File: src/rtl/crc_pkg.sv
// Shared CRC-32 constants and the byte-wise state update used by the RTL
// and by any software-style model that needs the same arithmetic.
`timescale 1ns/1ps
package crc_pkg;

  // Reflected IEEE 802.3 polynomial, initial state, output XOR and the
  // well-known check value for the ASCII string "123456789".
  localparam logic [31:0] CRC32_POLY_REFL = 32'hEDB88320;
  localparam logic [31:0] CRC32_INIT      = 32'hFFFFFFFF;
  localparam logic [31:0] CRC32_XOROUT    = 32'hFFFFFFFF;
  localparam logic [31:0] CRC32_CHECK     = 32'hCBF43926;

  // Advance a reflected CRC state by one byte, consuming the LSB first.
  // The polynomial defaults to the IEEE one but can be overridden so the
  // parameterised datapath stays consistent with this single definition.
  function automatic logic [31:0] crc32_next_byte(
    input logic [31:0] state,
    input logic [7:0]  byte_in,
    input logic [31:0] poly = CRC32_POLY_REFL
  );
    logic [31:0] s;
    logic        fb;
    s = state;
    for (int i = 0; i < 8; i++) begin
      fb = s[0] ^ byte_in[i];
      s  = (s >> 1) ^ (fb ? poly : 32'h0000_0000);
    end
    return s;
  endfunction

endpackage

File: src/rtl/crc32_byte_step.sv
// Purely combinational one-byte CRC-32 update: all eight bit steps are
// unrolled so a full byte is absorbed in a single clock cycle.
`timescale 1ns/1ps
module crc32_byte_step
  import crc_pkg::*;
#(
  parameter logic [31:0] POLY = CRC32_POLY_REFL
) (
  input  logic [31:0] s_in,
  input  logic [7:0]  d,
  output logic [31:0] s_out
);

  logic [31:0] w_next;

  // Unrolled byte update; the loop inside the function flattens to XOR trees.
  always_comb begin
    w_next = crc32_next_byte(s_in, d, POLY);
  end

  assign s_out = w_next;

endmodule

File: src/rtl/crc32.sv
// Streaming CRC-32 engine: absorbs one byte per cycle whenever dv is high,
// exposes the running result combinationally from the state register.
`timescale 1ns/1ps
module crc32
  import crc_pkg::*;
#(
  parameter logic [31:0] POLY   = CRC32_POLY_REFL,
  parameter logic [31:0] INIT   = CRC32_INIT,
  parameter logic [31:0] XOROUT = CRC32_XOROUT
) (
  input  logic        c,
  input  logic        r,
  input  logic        dv,
  input  logic [7:0]  d,
  output logic [31:0] crc
);

  logic [31:0] r_state;
  logic [31:0] w_next;

  crc32_byte_step #(
    .POLY (POLY)
  ) u_step (
    .s_in  (r_state),
    .d     (d),
    .s_out (w_next)
  );

  // State register: reset forces INIT immediately; a valid byte advances it,
  // otherwise it holds so d is ignored (including X/Z) while dv is low.
  always_ff @(posedge c or negedge r) begin
    if (!r) begin
      r_state <= INIT;
    end else if (dv) begin
      r_state <= w_next;
    end
  end

  assign crc = r_state ^ XOROUT;

endmodule

File: config.mk
export PLATFORM = sky130hd
export DESIGN_NAME = crc32
export DESIGN_NICKNAME = d
export VERILOG_FILES = /design/src/rtl/crc_pkg.sv /design/src/rtl/crc32_byte_step.sv /design/src/rtl/crc32.sv
export SDC_FILE = /design/constraint.sdc
export NUM_CORES = 1
export LEC_CHECK = 0
export CORE_ASPECT_RATIO = 1.25
export CORE_MARGIN = 2
export CORE_UTILIZATION = 53
export CTS_BUF_LIST = sky130_fd_sc_hd__clkbuf_8
export DETAILED_ROUTE_END_ITERATION = 8
export PLACE_DENSITY_LB_ADDON = 0.05
export SYNTH_ARGS = -nofsm -noshare
export SYNTH_HDL_FRONTEND = slang
export SYNTH_SLANG_ARGS = --single-unit
File: constraint.sdc
create_clock -name c -period 3.2 [get_ports c]
set_clock_uncertainty 0.2 [all_clocks]
set_input_delay 0.48 -clock c [delete_from_list [all_inputs] [get_ports c]]
set_output_delay 0.48 -clock c [all_outputs]
set_load 0.01 [all_outputs]
# [Word level (Yosys, flattened, before mapping)]
# Cells that the tools add are included.
[totals] reg_bits=32 out_inout_bits=32 wordCells=26
[op_classes] n_mux=8 n_bitwise=17
[op_table] operator="$mux 32" count=8
[op_table] operator="$xor 31x32->32" count=8
[op_table] operator="$not 32->32" count=1
[op_table] operator="$xor 1x1->1" count=8

# [Depth between registers and ports, before layout]
[logic_depth] depth_word=24 depth_mapped=5 mapped_depth_nobuf=5

# [Cells and area by module]
# Synthesis repeated with hierarchy kept, for this count alone.
[hier_totals] hier_cells=167 hier_area_um2=2408.6
[modules_own_cells] module="crc32" instances=1 cells_each=100 area_each_um2=1505.2 seq_area_each_um2=840.8
[modules_own_cells] module="crc32_byte_step" instances=1 cells_each=67 area_each_um2=903.4 seq_area_each_um2=0.0

# [Worst setup path before layout]
# No wires, ideal clock.
[synth_path] kind="flip-flop to flip-flop" start="register r_state[7]" end="register r_state[26]" setup_time_ns=0.073 arrival_time_ns=1.922 required_time_ns=2.927 setup_slack_ns=1.005 stages_incl_launch_ff=6 synth_period_minus_slack_ns=2.195 path_cell_list="dfstp_2 -> xor2_1 -> xnor2_1 -> xnor3_1 -> xnor2_1 -> a21oi_1"
[synth_via] elab_chain_cells=10
[synth_rtl] item="start: declaration" line="crc32.sv:18" source="logic [31:0] r_state;"
[synth_rtl] item="start signal: assignment" line="crc32.sv:35" source="r_state <= w_next;"
[synth_rtl] item="$xor 31x32->32 (7 in series)" line="crc_pkg.sv:26" source="s = (s >> 1) ^ (fb ? poly : 32'h0000_0000);"
[synth_rtl] item="$xor 1x1->1" line="crc_pkg.sv:25" source="fb = s[0] ^ byte_in[i];"
[synth_rtl] item="$mux 32" line="crc_pkg.sv:26"
[synth_rtl] item="$xor 31x32->32" line="crc_pkg.sv:26"
# No other way between the ends.
# A chain may end at the register's enable or synchronous reset.

# [Worst setup path after layout]
[layout_path] start="input d[7]" end="register r_state[20]"
[layout_via] elab_chain_cells=3
[layout_rtl] item="start: declaration" line="crc32.sv:14" source="input logic [7:0] d,"
[layout_rtl] item="$xor 1x1->1" line="crc_pkg.sv:25"
[layout_rtl] item="$mux 32" line="crc_pkg.sv:26"
[layout_rtl] item="$xor 31x32->32" line="crc_pkg.sv:26"
# No other way between the ends.

==> summary.md <==
| Metric | Value |
|---|---|
| Syn nets | `207` |
| Total track usage | `21.2%` |
| Period utilization | `79.9%` |
| GPL Wtd Cong | `0.826` |
| Highest metal used | `met4` |
| Slew @ Worst Pin | `0.960 ns` |
| Final critical-path required period | `2.56 ns` |
| Most common cell after layout, fill and taps aside | `xnor2_1` |
| Hold Vio Cnt, Final | `0` |
| Multi-input gate area | `1070 µm²` |
| Cells after Synth | `196` |
| Clock Tree Buf Depth | `2` |
| Worst path cell trace | `clkdlybuf4s50_1 > xor2_1 > xor3_1 > xnor2_1 > xnor2_1 > mux2i_1` |
| Core Rows | `25` |
| Hold_buf cts | `0` |
| Core outline area | `3750 µm²` |
| # Post-CTS Setup Buffers | `0` |
| Seq cells post-synth | `32` |
| Area grow syn2layout | `27.0%` |
| Wire per inst | `14.4 µm` |
| Largest register FFs | `32` |
| Met3 routed WL | `166 µm` |
| Setup tns final | `0 ns` |
| Metal-1 WL | `1.70 mm` |
| Max Clk Rate | `0.391 GHz` |
| Cell area after synthesis | `2060 µm²` |
| Top cell by count, worst path | `xnor2_1` |
| WL met2 | `2.16 mm` |
| Slowest cell delay on critical path | `0.58 ns` |
| Post-DRT Antenna Nets | `0` |
| Die ar. | `4400 µm²` |
| Worst EP arrival | `2.53 ns` |
| Setup Viol. Count Final | `0` |
| Sequential share of the synthesized area | `40.9%` |
| # diodes | `0` |
| Initial antenna violation count | `0` |
| Clock insertion delay at the later pin of the skew report | `0.28 ns` |
| Post-route DRC | `0` |
| Largest regs | `r_state (32)` |
| Vias | `1378` |
| Dpl hpwl | `2.97 mm` |
| Synth Warn # | `0` |
| Count of pins over their slew limit | `0` |
| TritonRoute pass-1 iters | `4` |
| Worst Setup Start Kind | `input pin` |
| Ratio of cells with drive above 1 in the final layout | `20.6%` |
| First-pass GRT wire length | `6.87 mm` |
| Max-slew headroom | `36.0%` |
| Status | `finished clean` |
| Top reg by flops | `r_state` |
| CP Class | `input pin to register` |
| Sink Count | `32` |
| Vias per Instance | `4.87` |
| Pin count of the biggest net entering global routing | `55` |
| Crit Path Max Fanout | `4` |
| CP endpoint kind | `register` |
| Clk root buf | `clkbuf_8` |
| H-Tree Depth | `2` |
| Total Wirelength | `4.08 mm` |
| Starting Density | `54.8%` |
| TritonCTS clock tree | `done` |
| Synth unique cells | `17` |
| WP data required | `3.17 ns` |
| Layout fillers | `319` |
| Max-cap violation count | `0` |
| Clk slew on worst S/H paths | `0.06 ns` |
| I/O pin total | `43` |
| RSZ-0062 raised after global routing | `false` |
| Die width | `59.7 µm` |
| IO Port Bufs | `42` |
| Chip height | `73.7 µm` |
| Vias in the first global route | `1518` |
| Post-CTS resize count | `0` |
| Layout net count | `253` |
| Syn_area_per_cell | `10.5 µm²` |
| Commonest cells after routing, fill and taps aside | `xnor2_1, clkdlybuf4s50_1, inv_1` |
| CTS Buf Count | `5` |
| Slowest CP cell | `xor3_1` |
| Global route total overflow | `0` |
| Violation count after the first detailed-route iteration | `52` |
| FF/Latch Area | `841 µm²` |
| R2r setup slk | `0.79 ns` |
| Worst Hold Class | `register to register` |
worst max-delay path, delay by kind of cell:
kind	cells	cell delay, ns
buffers and inverters	1	0.48
XOR/XNOR	4	1.46
multiplexers	1	0.11
area by class of cell:
cell class | instances | area share (%)
clock buffer | 6 | 3.16
clock inverter | 2 | 0.287
inverter | 32 | 4.60
multi-input combinational | 126 | 41.1
sequential | 32 | 32.2
tap | 40 | 1.92
timing repair buffer | 45 | 16.8
cell usage after synthesis:
| master | count | area [µm²] |
|---|---|---|
| xor2_2 | 1 | 16.3 |
| xnor2_4 | 1 | 27.5 |
| a21oi_1 | 7 | 35.0 |
| o21ai_0 | 15 | 75.1 |
| xnor2_1 | 55 | 482 |
| inv_1 | 32 | 120 |
| xor2_4 | 2 | 55.1 |
| dfstp_2 | 32 | 841 |
| xnor2_2 | 4 | 65.1 |
| mux2i_1 | 10 | 100 |
| xnor3_1 | 3 | 67.6 |
| xor2_1 | 5 | 43.8 |
| nor2_1 | 7 | 26.3 |
| xor3_1 | 1 | 23.8 |
| clkbuf_1 | 4 | 15.0 |
| buf_1 | 2 | 7.51 |
| nand2_1 | 15 | 56.3 |
kinds of logic (layout without fill, tap and decap cells):
family | count (synthesis) | count (layout) | synth area share [%]
AOI/OAI and AO/OA | 22 | 22 | 5.35
muxes | 10 | 10 | 4.87
DFF | 32 | 32 | 40.9
and+or+nand+nor | 22 | 22 | 4.01
xor gates and xnor gates | 72 | 72 | 38.0
buffers and inverters | 38 | 85 | 6.93
metrics by stage:
| step | area, µm² | setup WS [ns] | hold WS [ns] | util, % | instances |
|---|---|---|---|---|---|
| floorplan | 2060 | 1.00 | 0.132 | - | 196 |
| global placement | 2520 | 0.469 | 0.283 | 67.2 | 275 |
| detailed placement | 2520 | 0.352 | 0.291 | 67.2 | 275 |
| CTS | 2610 | 0.618 | 0.303 | 69.6 | 283 |
| global route | 2610 | 0.556 | 0.323 | 69.6 | 283 |
| finish | 2610 | 0.644 | 0.297 | 69.6 | 283 |
metal layers:
metal / up-vias / GRT usage [%]
li1: 678 / -
met1: 659 / 24.7
met2: 34 / 37.8
met3: 7 / 4.93
met4: 0 / 6.67
met5: - / 0
worst paths after layout:
check / start / end / depth (start not counted)
max: d[7] / r_state[20]$_DFFE_PN1P_ / 6
min reg2reg: r_state[22]$_DFFE_PN1P_ / r_state[22]$_DFFE_PN1P_ / 2
min: r_state[22]$_DFFE_PN1P_ / r_state[22]$_DFFE_PN1P_ / 2
min in group asynchronous: r / r_state[7]$_DFFE_PN1P_ / 2
max reg2reg: r_state[7]$_DFFE_PN1P_ / r_state[20]$_DFFE_PN1P_ / 5
max in group asynchronous: r / r_state[8]$_DFFE_PN1P_ / 2
Power is left out: the tool's default activity adds up to more than one toggle a clock period on the data nets, which glitch-free logic cannot reach.
==> variant, RTL diff (same settings) <==
Register the output `crc`, without a reset; this adds one clock of latency there.
--- a/src/rtl/crc32.sv
+++ b/src/rtl/crc32.sv
@@ -36,7 +36,9 @@
     end
   end
 
-  assign crc = r_state ^ XOROUT;
+  always_ff @(posedge c) begin
+    crc <= r_state ^ XOROUT;
+  end
 
 endmodule
 
Function: changed (a bounded check fails within 4 cycles, from zero or initial values).
==> variant against the unedited design <==
Wire length rose by 13%; synthesized area increased by 31%; worst setup slack improved by 0.046 ns; design area increased by 30%; sequential cell count grew 32; register-to-register slack hardly changed.
Power is not shown: default switching activity piles up to over one toggle a cycle in this logic, so the estimate is an artifact.
==> variant: results (changes against the unedited design) <==
Outcome
The run finished with clean final reports.

Final layout
The final standard cell count with taps included and fillers excluded is 346 (+22%). The fill cell instance count of the final layout is 408 (+28%). The number of nets in the final layout is 290 (+15%).

The proportion of layout cells with a drive suffix above 1 was 0.208 (+0.00199). The largest registers in the layout are crc: 32 flops, r_state: 32 flops. The number of diodes is 0 (unchanged).

Global routing
The first-pass GRT wire length was 7600 um (+11%). The overall global routing resource usage was 0.185 (-0.0274). The routing usage on met2 came to 0.288 (-0.0901). The via count of the first global-routing pass is 1,635 (+7.7%). The met3 routing resource usage after global routing is 0.0364 (-0.0129).

The pin count of the biggest net entering global routing is 55 (unchanged). The met1 track utilization from global routing came to 0.239 (-0.00824).

Setup path
The biggest fanout along the worst timing path was 5 (+1). The highest-delay cell along the critical path is sky130_fd_sc_hd__xnor3_1. The arrival time of the worst setup path is 2.53 ns (about the same). The critical path's largest stage delay is 0.54 ns (-0.04 ns). The number of cells traversed by the worst register-to-register path is 5 (unchanged).

Yosys
By area the synthesized netlist is led by sky130_fd_sc_hd__dfstp_2 (31%), sky130_fd_sc_hd__dfxtp_1 (24%), sky130_fd_sc_hd__xnor2_1 (18%), sky130_fd_sc_hd__inv_1 (4.5%), sky130_fd_sc_hd__mux2i_1 (3.7%). The synthesized area per cell is 11.8 um^2 (+13%). The count of different cell masters after synthesis is 18 (+1). In the synthesized netlist the dominant register cell turns out to be sky130_fd_sc_hd__dfxtp_1. Sorting the synthesized cells by how often they occur yields sky130_fd_sc_hd__xnor2_1 (55), sky130_fd_sc_hd__dfstp_2 (32), sky130_fd_sc_hd__dfxtp_1 (32), sky130_fd_sc_hd__inv_1 (32). The register area share after synthesis was 0.549 (+0.140). The share of async-settable or async-resettable flops after synthesis came to 0.500 (-0.500). The net count of the mapped netlist is 239 (+15%).

Clock network
The number of buffers created by CTS was 9 (+4). The clock edge transition at the registers on the reported setup and hold paths is 0.06 ns (about the same). The number of levels in the clock H-tree came to 3 (+1). The clock latency at the later pin of the worst-skew pair is 0.33 ns (+0.05 ns).

The number of buffers inserted by hold repair at cts is 0 (unchanged).

Placed design
The setup slack after placement is 0.338 ns (-0.0143 ns). The total of buffers placed on input and output ports is 42 (unchanged). The weighted congestion reported at the end of routability-driven placement is 0.768 (-7.0%). The estimated wirelength of the detail-placed design was 3130 um (+5.3%). The area after detailed placement came to 3200 um^2 (+27%).

The placed cell count came to 330 (+20%).

Drt
The number of search-and-repair iterations in the first detailed-routing pass is 4 (unchanged). The routed via count divided by cell count is 4.50 (-7.5%). The aggregate routed wire length is 4610 um (+13%). The initial detailed-routing violation count was 134 (+160%).

Hold path
The worst hold path cell count is 1 (-1).

Timing
The slew at the pin closest to its max-slew limit is 0.978 ns (+0.0178 ns).
[variant: cell count changes after synthesis, sizes merged]
cell	change
dfxtp	+32
[variant: cell families after synthesis]
kind of cell / after synthesis / synth area share
xor+xnor: 72 / 0.289
buf+inv: 38 / 0.0529
mux: 10 / 0.0371
compound gates: 22 / 0.0408
simple gates: 22 / 0.0306
flops: 64 / 0.549
[variant: cell type report]
cell class	count	area, um^2	share of cell area
clock buffer	11	151	0.0446
tap	62	77.6	0.0228
inverter	32	120	0.0354
multi-input combinational	126	1070	0.316
timing repair buffer	46	445	0.131
sequential	64	1480	0.436
clock inverter	5	47.5	0.0140
[variant: worst paths after layout]
path / start / endpoint / slack [ns]
worst min register to register: r_state[25]$_DFFE_PN1P_ / crc[25]$_DFF_P_ / 0.25
worst max register to register: r_state[7]$_DFFE_PN1P_ / r_state[19]$_DFFE_PN1P_ / 0.79
worst min-delay path: r_state[25]$_DFFE_PN1P_ / crc[25]$_DFF_P_ / 0.25
min in group asynchronous: r / r_state[3]$_DFFE_PN1P_ / 0.65
worst max-delay path: d[7] / r_state[19]$_DFFE_PN1P_ / 0.69
max in group asynchronous: r / r_state[12]$_DFFE_PN1P_ / 2.10
[variant: worst register-to-register path, cell delays in order (launching register included)]
cell and delay (ns):
sky130_fd_sc_hd__dfstp_2 0.54, sky130_fd_sc_hd__xor2_1 0.45, sky130_fd_sc_hd__xnor2_1 0.33, sky130_fd_sc_hd__xnor3_1 0.54, sky130_fd_sc_hd__xnor2_1 0.17, sky130_fd_sc_hd__mux2i_1 0.09
[variant: per-layer routing]
metal	part of all wire	routed length, um
met5	0	0
met4	0.020	92
met3	0.035	163
met2	0.48	2210
met1	0.47	2150
